<file path="config.mk">
export PLATFORM = sky130hd
export DESIGN_NAME = if_id_stage_flat
export DESIGN_NICKNAME = d
export VERILOG_FILES = /design/src/rtl/if_id_stage_if.sv /design/src/rtl/if_id_stage.sv /design/src/flat_wrapper.sv
export SDC_FILE = /design/constraint.sdc
export NUM_CORES = 1
export LEC_CHECK = 0
export CORE_AREA = 2 2 176 143
export DETAILED_ROUTE_END_ITERATION = 16
export DIE_AREA = 0 0 178 145
export GPL_TIMING_DRIVEN = 0
export PLACE_DENSITY_LB_ADDON = 0.3
export REMOVE_ABC_BUFFERS = 1
export SETUP_SLACK_MARGIN = 0.2
export SLEW_MARGIN = 20
export SYNTH_ARGS = -nofsm -noshare
export SYNTH_HDL_FRONTEND = slang
export SYNTH_SLANG_ARGS = --single-unit
</file>
<file path="constraint.sdc">
create_clock -name clk -period 5.2 [get_ports clk]
set_input_delay 0.52 -clock clk [delete_from_list [all_inputs] [get_ports clk]]
set_output_delay 0.52 -clock clk [all_outputs]
set_load 0.005 [all_outputs]
</file>
<file path="src/rtl/if_id_stage_if.sv">
// Instruction-memory request/ready bus between the fetch stage (master) and imem (slave).
interface if_id_stage_if #(
    parameter int ADDR_W = 32
);
    logic              imem_req;
    logic [ADDR_W-1:0] imem_addr;
    logic [31:0]       imem_rdata;
    logic              imem_ready;

    modport master (
        output imem_req,
        output imem_addr,
        input  imem_rdata,
        input  imem_ready
    );

    modport slave (
        input  imem_req,
        input  imem_addr,
        output imem_rdata,
        output imem_ready
    );
endinterface

</file>
<file path="src/rtl/if_id_stage.sv">
// MIPS instruction fetch + IF/ID register with delay-slot aware redirects and flush-drop.
// Optional IF_PERF_CNT_EN adds fetch_cnt / bubble_cnt performance counters.
module if_id_stage #(
    parameter logic [31:0] RESET_PC = 32'h0040_0000,
    parameter int          ADDR_W   = 32
) (
    input  logic              clk,
    input  logic              rst_n,
    if_id_stage_if.master     imem,
    input  logic [2:0]        npc_mux_sel,
    input  logic [ADDR_W-1:0] branch_target,
    input  logic [ADDR_W-1:0] jump_target,
    input  logic [ADDR_W-1:0] jr_target,
    input  logic [ADDR_W-1:0] cp0_target,
    input  logic              stall,
    input  logic              flush,
    output logic [ADDR_W-1:0] pc,
    output logic [ADDR_W-1:0] id_pc,
    output logic [31:0]       id_instr,
    output logic              id_valid
`ifdef IF_PERF_CNT_EN
    ,
    output logic [31:0]       fetch_cnt,
    output logic [31:0]       bubble_cnt
`endif
);

    typedef enum logic [1:0] {
        RUN     = 2'd0,
        WAIT_DS = 2'd1,
        DROP    = 2'd2
    } state_e;

    state_e            state_q, state_d;
    logic              run_q;
    logic [ADDR_W-1:0] pc_q, pc_d;
    logic [ADDR_W-1:0] id_pc_q, id_pc_d;
    logic [31:0]       id_instr_q, id_instr_d;
    logic              id_valid_q, id_valid_d;
    logic [ADDR_W-1:0] tgt_q, tgt_d;
    logic              hold_vld_q, hold_vld_d;
    logic [31:0]       hold_data_q, hold_data_d;
    logic [ADDR_W-1:0] drop_addr_q, drop_addr_d;

    logic              req_o;
    logic [ADDR_W-1:0] addr_o;
    logic              flush_any;
    logic              done;
    logic              redir;
    logic              deliver;
    logic [ADDR_W-1:0] redir_tgt;

    assign flush_any = flush | (npc_mux_sel == 3'b100);
    assign done      = req_o & imem.imem_ready;

    // Redirects only come from a real branch/jump in ID; WAIT_DS/DROP never see one.
    assign redir = id_valid_q & ~stall & (state_q == RUN)
                 & ((npc_mux_sel == 3'b001) | (npc_mux_sel == 3'b010) | (npc_mux_sel == 3'b011));

    // A word enters ID either from the skid register or straight off the bus.
    assign deliver = ~flush_any & ~stall & (state_q != DROP) & (hold_vld_q | done);

    always_comb begin
        case (npc_mux_sel)
            3'b010:  redir_tgt = jump_target;
            3'b011:  redir_tgt = jr_target;
            default: redir_tgt = branch_target;
        endcase
    end

    always_ff @(posedge clk or negedge rst_n) begin
        if (!rst_n) begin
            state_q <= RUN;
        end else begin
            state_q <= state_d;
        end
    end

    always_comb begin
        state_d = state_q;
        if (flush_any) begin
            state_d = (req_o & ~imem.imem_ready) ? DROP : RUN;
        end else begin
            case (state_q)
                RUN:     if (redir & ~deliver) state_d = WAIT_DS;
                WAIT_DS: if (deliver)          state_d = RUN;
                DROP:    if (done)             state_d = RUN;
                default:                       state_d = RUN;
            endcase
        end
    end

    // DROP keeps presenting the abandoned address until imem answers it.
    always_comb begin
        req_o  = run_q & ~hold_vld_q;
        addr_o = (state_q == DROP) ? drop_addr_q : pc_q;
    end

    assign imem.imem_req  = req_o;
    assign imem.imem_addr = addr_o;

    always_comb begin
        pc_d        = pc_q;
        id_pc_d     = id_pc_q;
        id_instr_d  = id_instr_q;
        id_valid_d  = id_valid_q;
        tgt_d       = tgt_q;
        hold_vld_d  = hold_vld_q;
        hold_data_d = hold_data_q;
        drop_addr_d = drop_addr_q;
        if (flush_any) begin
            pc_d        = cp0_target;
            id_valid_d  = 1'b0;
            hold_vld_d  = 1'b0;
            tgt_d       = '0;
            drop_addr_d = addr_o;
        end else if (!stall) begin
            id_valid_d = deliver;
            if (deliver) begin
                id_instr_d = hold_vld_q ? hold_data_q : imem.imem_rdata;
                id_pc_d    = pc_q;
                hold_vld_d = 1'b0;
                if (state_q == WAIT_DS) begin
                    pc_d = tgt_q;
                end else if (redir) begin
                    pc_d = redir_tgt;
                end else begin
                    pc_d = pc_q + ADDR_W'(4);
                end
            end else if (redir) begin
                tgt_d = redir_tgt;
            end
        end else if (done && (state_q != DROP)) begin
            // pc stays on the held word's address so it advances only when the word reaches ID
            hold_vld_d  = 1'b1;
            hold_data_d = imem.imem_rdata;
        end
    end

    always_ff @(posedge clk or negedge rst_n) begin
        if (!rst_n) begin
            run_q      <= 1'b0;
            pc_q       <= RESET_PC[ADDR_W-1:0];
            id_pc_q    <= '0;
            id_instr_q <= '0;
            id_valid_q <= 1'b0;
            tgt_q      <= '0;
            hold_vld_q <= 1'b0;
        end else begin
            run_q      <= 1'b1;
            pc_q       <= pc_d;
            id_pc_q    <= id_pc_d;
            id_instr_q <= id_instr_d;
            id_valid_q <= id_valid_d;
            tgt_q      <= tgt_d;
            hold_vld_q <= hold_vld_d;
        end
    end

    always_ff @(posedge clk) begin
        hold_data_q <= hold_data_d;
        drop_addr_q <= drop_addr_d;
    end

    assign pc       = pc_q;
    assign id_pc    = id_pc_q;
    assign id_instr = id_instr_q;
    assign id_valid = id_valid_q;

`ifdef IF_PERF_CNT_EN
    logic [31:0] fetch_cnt_q, fetch_cnt_d;
    logic [31:0] bubble_cnt_q, bubble_cnt_d;

    always_comb begin
        fetch_cnt_d  = fetch_cnt_q + {31'd0, deliver};
        bubble_cnt_d = bubble_cnt_q + {31'd0, ~stall & ~id_valid_d};
    end

    always_ff @(posedge clk or negedge rst_n) begin
        if (!rst_n) begin
            fetch_cnt_q  <= '0;
            bubble_cnt_q <= '0;
        end else begin
            fetch_cnt_q  <= fetch_cnt_d;
            bubble_cnt_q <= bubble_cnt_d;
        end
    end

    assign fetch_cnt  = fetch_cnt_q;
    assign bubble_cnt = bubble_cnt_q;
`endif

endmodule

</file>
<file path="src/flat_wrapper.sv">
// flat-port wrapper written by rule: the top's interface ports become plain ports
module if_id_stage_flat 
#(
    parameter logic [31:0] RESET_PC = 32'h0040_0000,
    parameter int          ADDR_W   = 32
)
  (clk, rst_n, npc_mux_sel, branch_target, jump_target, jr_target, cp0_target, stall, flush, pc, id_pc, id_instr, id_valid, imem_imem_req, imem_imem_addr, imem_imem_rdata, imem_imem_ready);
  if_id_stage_if #(.ADDR_W(ADDR_W)) imem_i ();
  input  logic clk;
  input  logic rst_n;
  input  logic [2:0] npc_mux_sel;
  input  logic [ADDR_W-1:0] branch_target;
  input  logic [ADDR_W-1:0] jump_target;
  input  logic [ADDR_W-1:0] jr_target;
  input  logic [ADDR_W-1:0] cp0_target;
  input  logic stall;
  input  logic flush;
  output logic [ADDR_W-1:0] pc;
  output logic [ADDR_W-1:0] id_pc;
  output logic [31:0] id_instr;
  output logic id_valid;
  output wire logic [$bits(imem_i.imem_req)-1:0] imem_imem_req;
  output wire logic [$bits(imem_i.imem_addr)-1:0] imem_imem_addr;
  input wire logic [$bits(imem_i.imem_rdata)-1:0] imem_imem_rdata;
  input wire logic [$bits(imem_i.imem_ready)-1:0] imem_imem_ready;
  assign imem_imem_req = imem_i.imem_req;
  assign imem_imem_addr = imem_i.imem_addr;
  assign imem_i.imem_rdata = imem_imem_rdata;
  assign imem_i.imem_ready = imem_imem_ready;
  if_id_stage #(.RESET_PC(RESET_PC), .ADDR_W(ADDR_W)) u_core (.clk(clk), .rst_n(rst_n), .imem(imem_i), .npc_mux_sel(npc_mux_sel), .branch_target(branch_target), .jump_target(jump_target), .jr_target(jr_target), .cp0_target(cp0_target), .stall(stall), .flush(flush), .pc(pc), .id_pc(id_pc), .id_instr(id_instr), .id_valid(id_valid));
endmodule
</file>
== Word-level counts from Yosys, hierarchy flattened ==
Cells that the tools add are included.

* Register bits: 197
* Input bits: 168
* Output and inout bits: 130
* Logic and storage cells: 78

* Add/subtract/negate cells: 1
* Eq/ne operators: 13
* Multiplexer cells: 24
* Bitwise operators: 19
* Reduce and logical (&&, ||, !) cells: 11

{| class="wikitable"
|+ Operator list
! kind !! number
|-
| 2-to-1 mux 32 bit || 11
|-
| case mux 32 bit (2 select lines) || 1
|-
| adder 32 x 3 -> 32 bit, second input constant || 1
|-
| AND reduction 3 bit || 4
|-
| AND 1 bit || 10
|-
| 2-to-1 mux 2 bit || 5
|-
| != test 3 x 1 -> 1 bit, second input constant || 3
|-
| equality test 3 x 2 -> 1 bit, second input constant || 2
|-
| 2-to-1 mux 1 bit || 6
|-
| case mux 2 bit (3 select lines) || 1
|-
| inverter 1 bit || 5
|-
| != test 2 x 1 -> 1 bit, second input constant || 2
|-
| OR 1 bit || 4
|-
| AND reduction 2 bit || 2
|-
| nonzero test 2 bit || 2
|-
| equality test 3 x 1 -> 1 bit, second input constant || 1
|-
| equality test 3 bit, second input constant || 1
|-
| != test 3 x 2 -> 1 bit, second input constant || 1
|-
| nonzero test 3 bit || 1
|-
| equality test 2 x 1 -> 1 bit, second input constant || 1
|-
| equality test 2 bit, second input constant || 1
|-
| zero test 2 bit || 1
|-
| != test 2 bit, second input constant || 1
|-
| logical AND 1 bit || 1
|}

== Depth between registers and ports, before layout ==
Gate-level depths: netlist (run 1).

* Depth in word-level cells: 11
* Gate-level depth with buffers: 9
* Mapped depth without buffers: 7

== Worst setup path after synthesis (run 1) ==
No wires, ideal clock.

* Path type: in2reg
* Start: in npc_mux_sel[0]
* End: reg u_core.drop_addr_q[0] (enable)
* Library setup time: 0.409 ns
* Data arrival time: 2.469 ns
* Data required time: 4.791 ns
* Setup slack: 2.322 ns
* Stages: 6
* Buffers on the path: 3
* Cell sequence: buf_2 > nor2_1 > a21oi_1 > inv_2 > clkbuf_1 > clkbuf_1

* Word-level cells in the longest chain between the ends: 2

{| class="wikitable"
|+ Ends and longest elaborated chain
! item !! line !! source
|-
| start, declared || flat_wrapper.sv:11 || <nowiki>input logic [2:0] npc_mux_sel;</nowiki>
|-
| equality test 3 bit || if_id_stage.sv:53 || <nowiki>assign flush_any = flush | (npc_mux_sel == 3'b100);</nowiki>
|-
| OR 1 bit || if_id_stage.sv:53 ||
|-
| via u_core.flush_any || if_id_stage.sv:47 || <nowiki>logic flush_any;</nowiki>
|-
| end signal, assigned || if_id_stage.sv:162 || <nowiki>drop_addr_q <= drop_addr_d;</nowiki>
|-
| end, declared || if_id_stage.sv:43 || <nowiki>logic [ADDR_W-1:0] drop_addr_q, drop_addr_d;</nowiki>
|}

The timed path passes the listed nets, and every way through them passes these cells.
A chain may end at the register's enable or synchronous reset.

== Worst setup path after layout (run 1) ==
* Start: in npc_mux_sel[2]
* End: reg u_core.pc_q[27] (netlist: u_core.pc[27])

* Word-level cells in the longest chain between the ends: 9
* Elaborated cells on any way between the ends: 21
* Those cells by class: eq/ne (5); mux (6); bitwise (8); reduce/logical (2)

{| class="wikitable"
|+ Ends and longest elaborated chain
! item !! line !! source
|-
| equality test 3 x 1 -> 1 bit / equality test 3 x 2 -> 1 bit (equally long branches) || if_id_stage.sv:58, if_id_stage.sv:64 ||
|-
| OR 1 bit (2 in a row) || if_id_stage.sv:58 || <nowiki>& ((npc_mux_sel == 3'b001) | (npc_mux_sel == 3'b010) | (npc_mux_sel == 3'b011));</nowiki>
|-
| AND 1 bit || if_id_stage.sv:58 ||
|-
| 2-to-1 mux 32 bit || if_id_stage.sv:125 || <nowiki>end else if (redir) begin</nowiki>
|-
| 2-to-1 mux 32 bit || if_id_stage.sv:123 || <nowiki>if (state_q == WAIT_DS) begin</nowiki>
|-
| 2-to-1 mux 32 bit || if_id_stage.sv:119 || <nowiki>if (deliver) begin</nowiki>
|-
| 2-to-1 mux 32 bit || if_id_stage.sv:117 || <nowiki>end else if (!stall) begin</nowiki>
|-
| 2-to-1 mux 32 bit || if_id_stage.sv:111 || <nowiki>if (flush_any) begin</nowiki>
|-
| end signal, assigned || if_id_stage.sv:143 || <nowiki>pc_q <= RESET_PC[ADDR_W-1:0];</nowiki>
|-
| end signal, assigned || if_id_stage.sv:151 || <nowiki>pc_q <= pc_d;</nowiki>
|-
| end, declared || if_id_stage.sv:36 || <nowiki>logic [ADDR_W-1:0] pc_q, pc_d;</nowiki>
|}

Several ways; a longest one is shown, not always the timed one. The select of a mux whose other input is x is not followed.

==> results of run 1 <==
[per-layer routing]
layer | vias up | share of wire (%) | global-route usage [%]
met5 | - | 0 | 0
met4 | 0 | 1.5 | 5.738
met3 | 29 | 7.2 | 5.451
met2 | 306 | 48 | 38.88
met1 | 4226 | 43 | 33.34
li1 | 4134 | - | -
[worst reg2reg max path, stage by stage (launching register included)]
cell	delay [ns]
dfrtp_1	0.52
nor2b_4	0.26
buf_16	0.20
buf_16	0.17
or3_2	0.77
nor2_4	0.53
buf_16	0.24
a21oi_1	0.08
nor3_1	0.20
a211o_1	0.12
[cells by family after synthesis]
kind of cell,count (synthesis)
simple gates,431
compound gates,239
flops,197
buf+inv,81
mux,72
xor+xnor,24
fa+ha+maj,1
other cells,1
[synthesized netlist by cell type, drive strengths merged (13+ instances only)]
master    n
nand2   303
dfrtp   132
o21ai   100
a21oi    84
nor2     65
edfxtp   64
mux2i    61
clkbuf   46
buf      30
xnor2    21
nand3    16
a211oi   13
[layout make-up]
type | count | area share (%)
inverters | 5 | 0.1726
repair buffers | 314 | 24.46
flip-flops and latches | 197 | 38.13
clock buffers | 17 | 3.088
well taps | 318 | 2.888
clock inverters | 14 | 0.8809
multi-input cells | 768 | 30.39
[metrics by stage]
| stage | TNS (ns) | total power [mW] | util, % | setup slack, ns |
|---|---|---|---|---|
| finish | 0 | 4.418 | 57.27 | 1.973 |
| global route | 0 | 4.639 | 57.27 | 1.814 |
| CTS | 0 | 4.461 | 57.26 | 1.602 |
| detailed placement | 0 | 3.191 | 54.99 | 1.548 |
| global placement | -1051.80 | 3.127 | 53.10 | -5.128 |
| floorplan | 0 | 2.368 | - | 0.5132 |
[flip-flops by register name, summed over array words and instances, names as in the netlist]
name / cells
u_core.state_q: 2
u_core.id_instr: 32
u_core.id_valid: 1
u_core.hold_data_q: 32
u_core.tgt_q: 32
u_core.run_q: 1
u_core.pc: 32
u_core.id_pc: 32
u_core.drop_addr_q: 32
u_core.hold_vld_q: 1
[power by group through the flow]
stage | registers (mW) | clock network (mW) | logic (mW)
3_5_place_dp | 2.03 | 0 | 1.16
5_1_grt | 2.03 | 1.35 | 1.26
6_report | 2.00 | 1.27 | 1.15
4_1_cts | 2.00 | 1.29 | 1.17
3_3_place_gp | 2.03 | 0 | 1.10
2_1_floorplan | 2.02 | 0 | 0.348
[how the worst min path moves through the flow]
stage | cells after the start | endpoint | from | slack (ns)
after floorplan | 0 | u_core.hold_vld_q$_DFFE_PN0P_ | rst_n | 0.22
after global placement | 2 | u_core.id_pc[3]$_DFFE_PN0P_ | u_core.id_pc[3]$_DFFE_PN0P_ | 0.46
after detailed placement | 2 | u_core.id_pc[0]$_DFFE_PN0P_ | u_core.id_pc[0]$_DFFE_PN0P_ | 0.46
after CTS | 1 | u_core.id_instr[11]$_DFFE_PN0P_ | rst_n | 0.03
after global routing | 1 | u_core.id_instr[11]$_DFFE_PN0P_ | rst_n | 0.03
final | 1 | u_core.id_instr[11]$_DFFE_PN0P_ | rst_n | 0.01
==> impl_metrics.csv, run 1 <==
group,metric,value,unit
global_routing,grt_pass1_wl,48.34,mm
floorplanning,core-area,24060,µm²
power_and_ir_drop,combPwrFrac,26.1,%
sta,fin_skew,0.01556,ns
critical_path,cp.required,5.51,ns
synthesis,synth_cells,1046,
drt,wl_per_cell,19.01,µm
sta,rsz0062_at_grt,"false",
synthesis,async_reset_ff_share,67.51,%
place,place_inst,1602,
finish,syn_to_final_growth,41.19,%
power_and_ir_drop,p_seq_share,45.2,%
drt,routed_via_density,5.325,
critical_path,path_depth,7,
global_routing,grt_max_degree,78,
drt,routed_wl,31.04,mm
critical_path,start_kind,"primary input",
synthesis,yosysSeqAreaShare,53.81,%
sta,finalSetupViolations,0,
synthesis,synth_area_leaders,"dfrtp_1, edfxtp_1, nand2_1",
drt,route.detailed.drc,0,
global_routing,grt_pass1_vias,8561,
synthesis,yosys.area_share.simple,18.64,%
power_and_ir_drop,p_sw_share,28.92,%
clocking,cts_resized,0,
critical_path,worstSetupEndpoint,"u_core.pc[27]$_DFFE_PN0P_",
critical_path,slowest_stage,"and3b_1",
critical_path,critPathTopFamily,"simple AND/OR/NAND/NOR gates",
power_and_ir_drop,p_sw,1.278,mW
synthesis,synthXorXnorAreaFrac,2.154,%
critical_path,cp-startpoint,"npc_mux_sel[2]",
critical_path,r2r_cells,9,
critical_path,slowest_delay,0.94,ns
sta,worst_pin_slew,1.086,ns
clocking,cts.htree.levels,4,
sta,fin_crit_sh,62.05,%
synthesis,synth_area_leader_cell,"dfrtp_1",
finish,mostFrequentLayoutCell,"nand2_1",
global_routing,grt_usage,24.23,%
finish,design_area,13780,µm²
clocking,clock-sinks,197,
finish,seq_area,5253,µm²
floorplanning,io_pins,298,
synthesis,yosys.area_share.adder,0.1282,%
synthesis,synth_edf_count,64,
finish,finalNetCount,1472,
drt,antenna_left,0,
synthesis,synth_top_family_by_area,"simple AND/OR/NAND/NOR gates",
critical_path,crit_fanout,20,
finish,multi_input_area,4187,µm²
synthesis,synth_top_area_share,33.85,%
power_and_ir_drop,powerDensity,320.7,nW/µm²
clocking,hold_buffers,0,
synthesis,synth-seq-cells,197,
place,placed_area,13230,µm²
power_and_ir_drop,p_leak,5.589,nW
run,cap_violations,0,
critical_path,worstPathArrival,3.54,ns
clocking,numCtsBuffers,17,
clocking,tritoncts,"done",
power_and_ir_drop,ir_drop,194.9,µV
finish,final_cell_mix,"nand2_1, clkdlybuf4s50_1, dfrtp_1, o21ai_0, a21oi_1",
drt,vias,8695,
floorplanning,die_width,178,µm
critical_path,r2r_slack,2.04,ns
finish,drive_gt1_share,6.540,%
synthesis,syn_avg_cell_area,9.329,µm²
clocking,cts_max_path_buffers,2,
floorplanning,die_h,145,µm
sta,slew_violations,0,
finish,antenna_cells,0,
synthesis,yosys_warnings,0,
finish,fill_cells,2143,
power_and_ir_drop,pwr-share-clk,28.7,%
place,port_buffers,297,
drt,drtIter0Drc,726,
outcome,status,"finished, final reports clean",
global_routing,grt_overflow,0,
critical_path,path_cells,"clkdlybuf4s50_1 -> nor4_1 -> and3b_1 -> nor2_1 -> o211ai_1 -> nand2_1 -> a211o_1",
critical_path,worstSetupEndpointType,"flop",
synthesis,synth_flop_cell,"dfrtp_1",
clocking,cts_setup_buffers,0,
critical_path,crit_type,"primary input to flop",
drt,drt_pre_antenna_iters,5,
synthesis,syn_area,9758,µm²
critical_path,r2r-end,"u_core.pc[27]$_DFFE_PN0P_",
sta,hold_viol,0,
finish,final_cells,1633,
critical_path,cp.buffers_inverters,1,
floorplanning,dieArea,25810,µm²
clocking,root_buffer,"clkbuf_16",
place,globalplace.congestion,0.7796,
synthesis,synth_compound_area_share,13.87,%
sta,max_slew_margin,27.57,%
floorplanning,initial_core_util,40.56,%
floorplanning,std_cell_rows,51,
synthesis,synth_mux_area_share,7.527,%
clocking,clkTransAtPathRegs,0.08,ns
place,hpwl,22.10,mm
global_routing,antenna_found_initial,0,
sta,hold_slack,0.01031,ns
power_and_ir_drop,p_int,3.140,mW
hold_path,holdCritPathClass,"primary input to asynchronous set/reset pin",
clocking,insertion_delay,0.43,ns
synthesis,synth_cell_type_count,59,
sta,clock.fmax,0.3099,GHz
critical_path,rr_startpoint,"u_core.state_q[1]$_DFFE_PN0P_",
sta,min_period,3.227,ns
Note: power is estimated with default switching activity, not from simulation.
==> inputs of run 2 (changes only) <==
- clock period: 5.2 -> 2.8 ns (I/O delays scaled with it)
==> impl_metrics.csv, run 2 (same netlist as run 1, synthesis figures left out) <==
group,metric,value,unit
outcome,status,"finished, final reports clean",
floorplanning,core-area,24060,µm²
finish,drive_gt1_share,8.183,%
critical_path,critPathTopFamily,"simple AND/OR/NAND/NOR gates",
critical_path,slowest_stage,"and3b_2",
global_routing,antenna_found_initial,0,
floorplanning,io_pins,298,
drt,routed_via_density,5.338,
critical_path,path_cells,"clkdlybuf4s50_1 -> nor4_1 -> and3b_2 -> o21ai_4 -> buf_8 -> buf_16 -> a21oi_1 -> nor2_1",
sta,hold_slack,0.3645,ns
sta,rsz0062_at_grt,"false",
power_and_ir_drop,powerDensity,589.2,nW/µm²
drt,drtIter0Drc,732,
critical_path,worstPathArrival,2.81,ns
place,globalplace.congestion,0.7796,
finish,final_core_util,58.05,%
sta,clock.fmax,0.3985,GHz
global_routing,grt_pass1_wl,48.83,mm
drt,route.detailed.drc,0,
critical_path,r2r-end,"u_core.tgt_q[26]$_DFFE_PN0P_",
finish,final_cell_mix,"nand2_1, clkdlybuf4s50_1, dfrtp_1, o21ai_0, a21oi_1",
drt,routed_wl,31.58,mm
place,place_ws,-0.7758,ns
critical_path,r2r_cells,7,
clocking,insertion_delay,0.43,ns
critical_path,worstSetupEndpointType,"flop",
finish,final_cells,1650,
global_routing,grt_overflow,0,
critical_path,start_kind,"primary input",
critical_path,cp.buffers_inverters,3,
drt,drt_pre_antenna_iters,6,
clocking,root_buffer,"clkbuf_16",
sta,finalSetupViolations,0,
place,place_inst,1602,
drt,antenna_left,0,
critical_path,crit_type,"primary input to flop",
drt,vias,8807,
global_routing,grt_pass1_vias,8604,
global_routing,grt_max_degree,78,
critical_path,rr_startpoint,"u_core.state_q[1]$_DFFE_PN0P_",
floorplanning,initial_core_util,40.56,%
clocking,clkTransAtPathRegs,0.08,ns
global_routing,grt_usage,24.54,%
sta,worst_pin_slew,0.8327,ns
sta,slew_violations,0,
sta,hold_viol,0,
drt,wl_per_cell,19.14,µm
finish,fill_cells,2129,
sta,fin_skew,0.01611,ns
critical_path,r2r_slack,0.34,ns
hold_path,holdCritPathClass,"primary input to asynchronous set/reset pin",
sta,fin_crit_sh,89.61,%
finish,finalNetCount,1489,
sta,timing.setup.tns,0,ns
floorplanning,die_h,145,µm
critical_path,crit_fanout,20,
floorplanning,dieArea,25810,µm²
sta,min_period,2.509,ns
power_and_ir_drop,p_leak,5.665,nW
floorplanning,die_width,178,µm
clocking,tritoncts,"done",
floorplanning,std_cell_rows,51,
place,port_buffers,297,
sta,layout_setup_ws,0.2909,ns
clocking,clock-sinks,197,
place,hpwl,22.10,mm
critical_path,cp.required,3.10,ns
clocking,cts_max_path_buffers,2,
sta,max_slew_margin,43.98,%
power_and_ir_drop,ir_drop,363.6,µV
finish,syn_to_final_growth,43.11,%
critical_path,slowest_delay,0.63,ns
finish,mostFrequentLayoutCell,"nand2_1",
clocking,cts.htree.levels,4,
finish,antenna_cells,0,
run,cap_violations,0,
clocking,numCtsBuffers,17,
run 2: layout make-up:
cell class	count	area (µm²)	share of cell area [%]
multi-input combinational	769	4234	30.32
clock buffer	17	425.4	3.046
clock inverter	14	121.4	0.8691
timing repair buffer	330	3505	25.10
tap	318	397.9	2.849
sequential	197	5255	37.63
inverter	5	26.28	0.1882
run 2: what timing repair did:
item                                    CTS  global route
endpoints found under the setup margin  162            76
pin swaps                                 3             2
hold buffers                              1             0
resized for setup                        10             4
setup buffers                             4            11
hold endpoints to repair                 56             0
cloned                                    1             0
run 2: how the worst max path moves through the flow:
| stage | startpoint | end | slack (ns) | cells past startpoint |
|---|---|---|---|---|
| floorplan | u_core.hold_vld_q$_DFFE_PN0P_ | u_core.pc[31]$_DFFE_PN0P_ | -1.73 | 6 |
| global placement | npc_mux_sel[0] | u_core.pc[31]$_DFFE_PN0P_ | -7.29 | 7 |
| detailed placement | u_core.state_q[1]$_DFFE_PN0P_ | u_core.pc[27]$_DFFE_PN0P_ | -0.78 | 9 |
| CTS | u_core.state_q[1]$_DFFE_PN0P_ | u_core.tgt_q[22]$_DFFE_PN0P_ | 0.20 | 5 |
| global route | npc_mux_sel[2] | u_core.tgt_q[9]$_DFFE_PN0P_ | 0.19 | 8 |
| finish | npc_mux_sel[2] | u_core.tgt_q[26]$_DFFE_PN0P_ | 0.29 | 8 |
run 2: through the flow:
step | cell area [µm²] | total power, mW
after floorplan | 9404 | 4.398
after global placement | 12770 | 5.807
after detailed placement | 13230 | 5.926
after CTS | 13860 | 8.302
after global routing | 13960 | 8.650
final | 13960 | 8.228
run 2: where the power goes:
| group | leakage, nW | internal [mW] | switching (mW) |
|---|---|---|---|
| combinational | 3.10 | 1.28 | 0.898 |
| clock | 0.267 | 1.16 | 1.18 |
| sequential | 2.30 | 3.41 | 0.295 |
| total | 5.66 | 5.85 | 2.38 |
run 2: metal layers:
layer	GRT usage, %	up-vias	part of all wire (%)
li1	-	4164	-
met1	34.00	4291	43
met2	39.24	321	48
met3	5.346	31	7.5
met4	5.779	0	1.4
met5	0	-	0
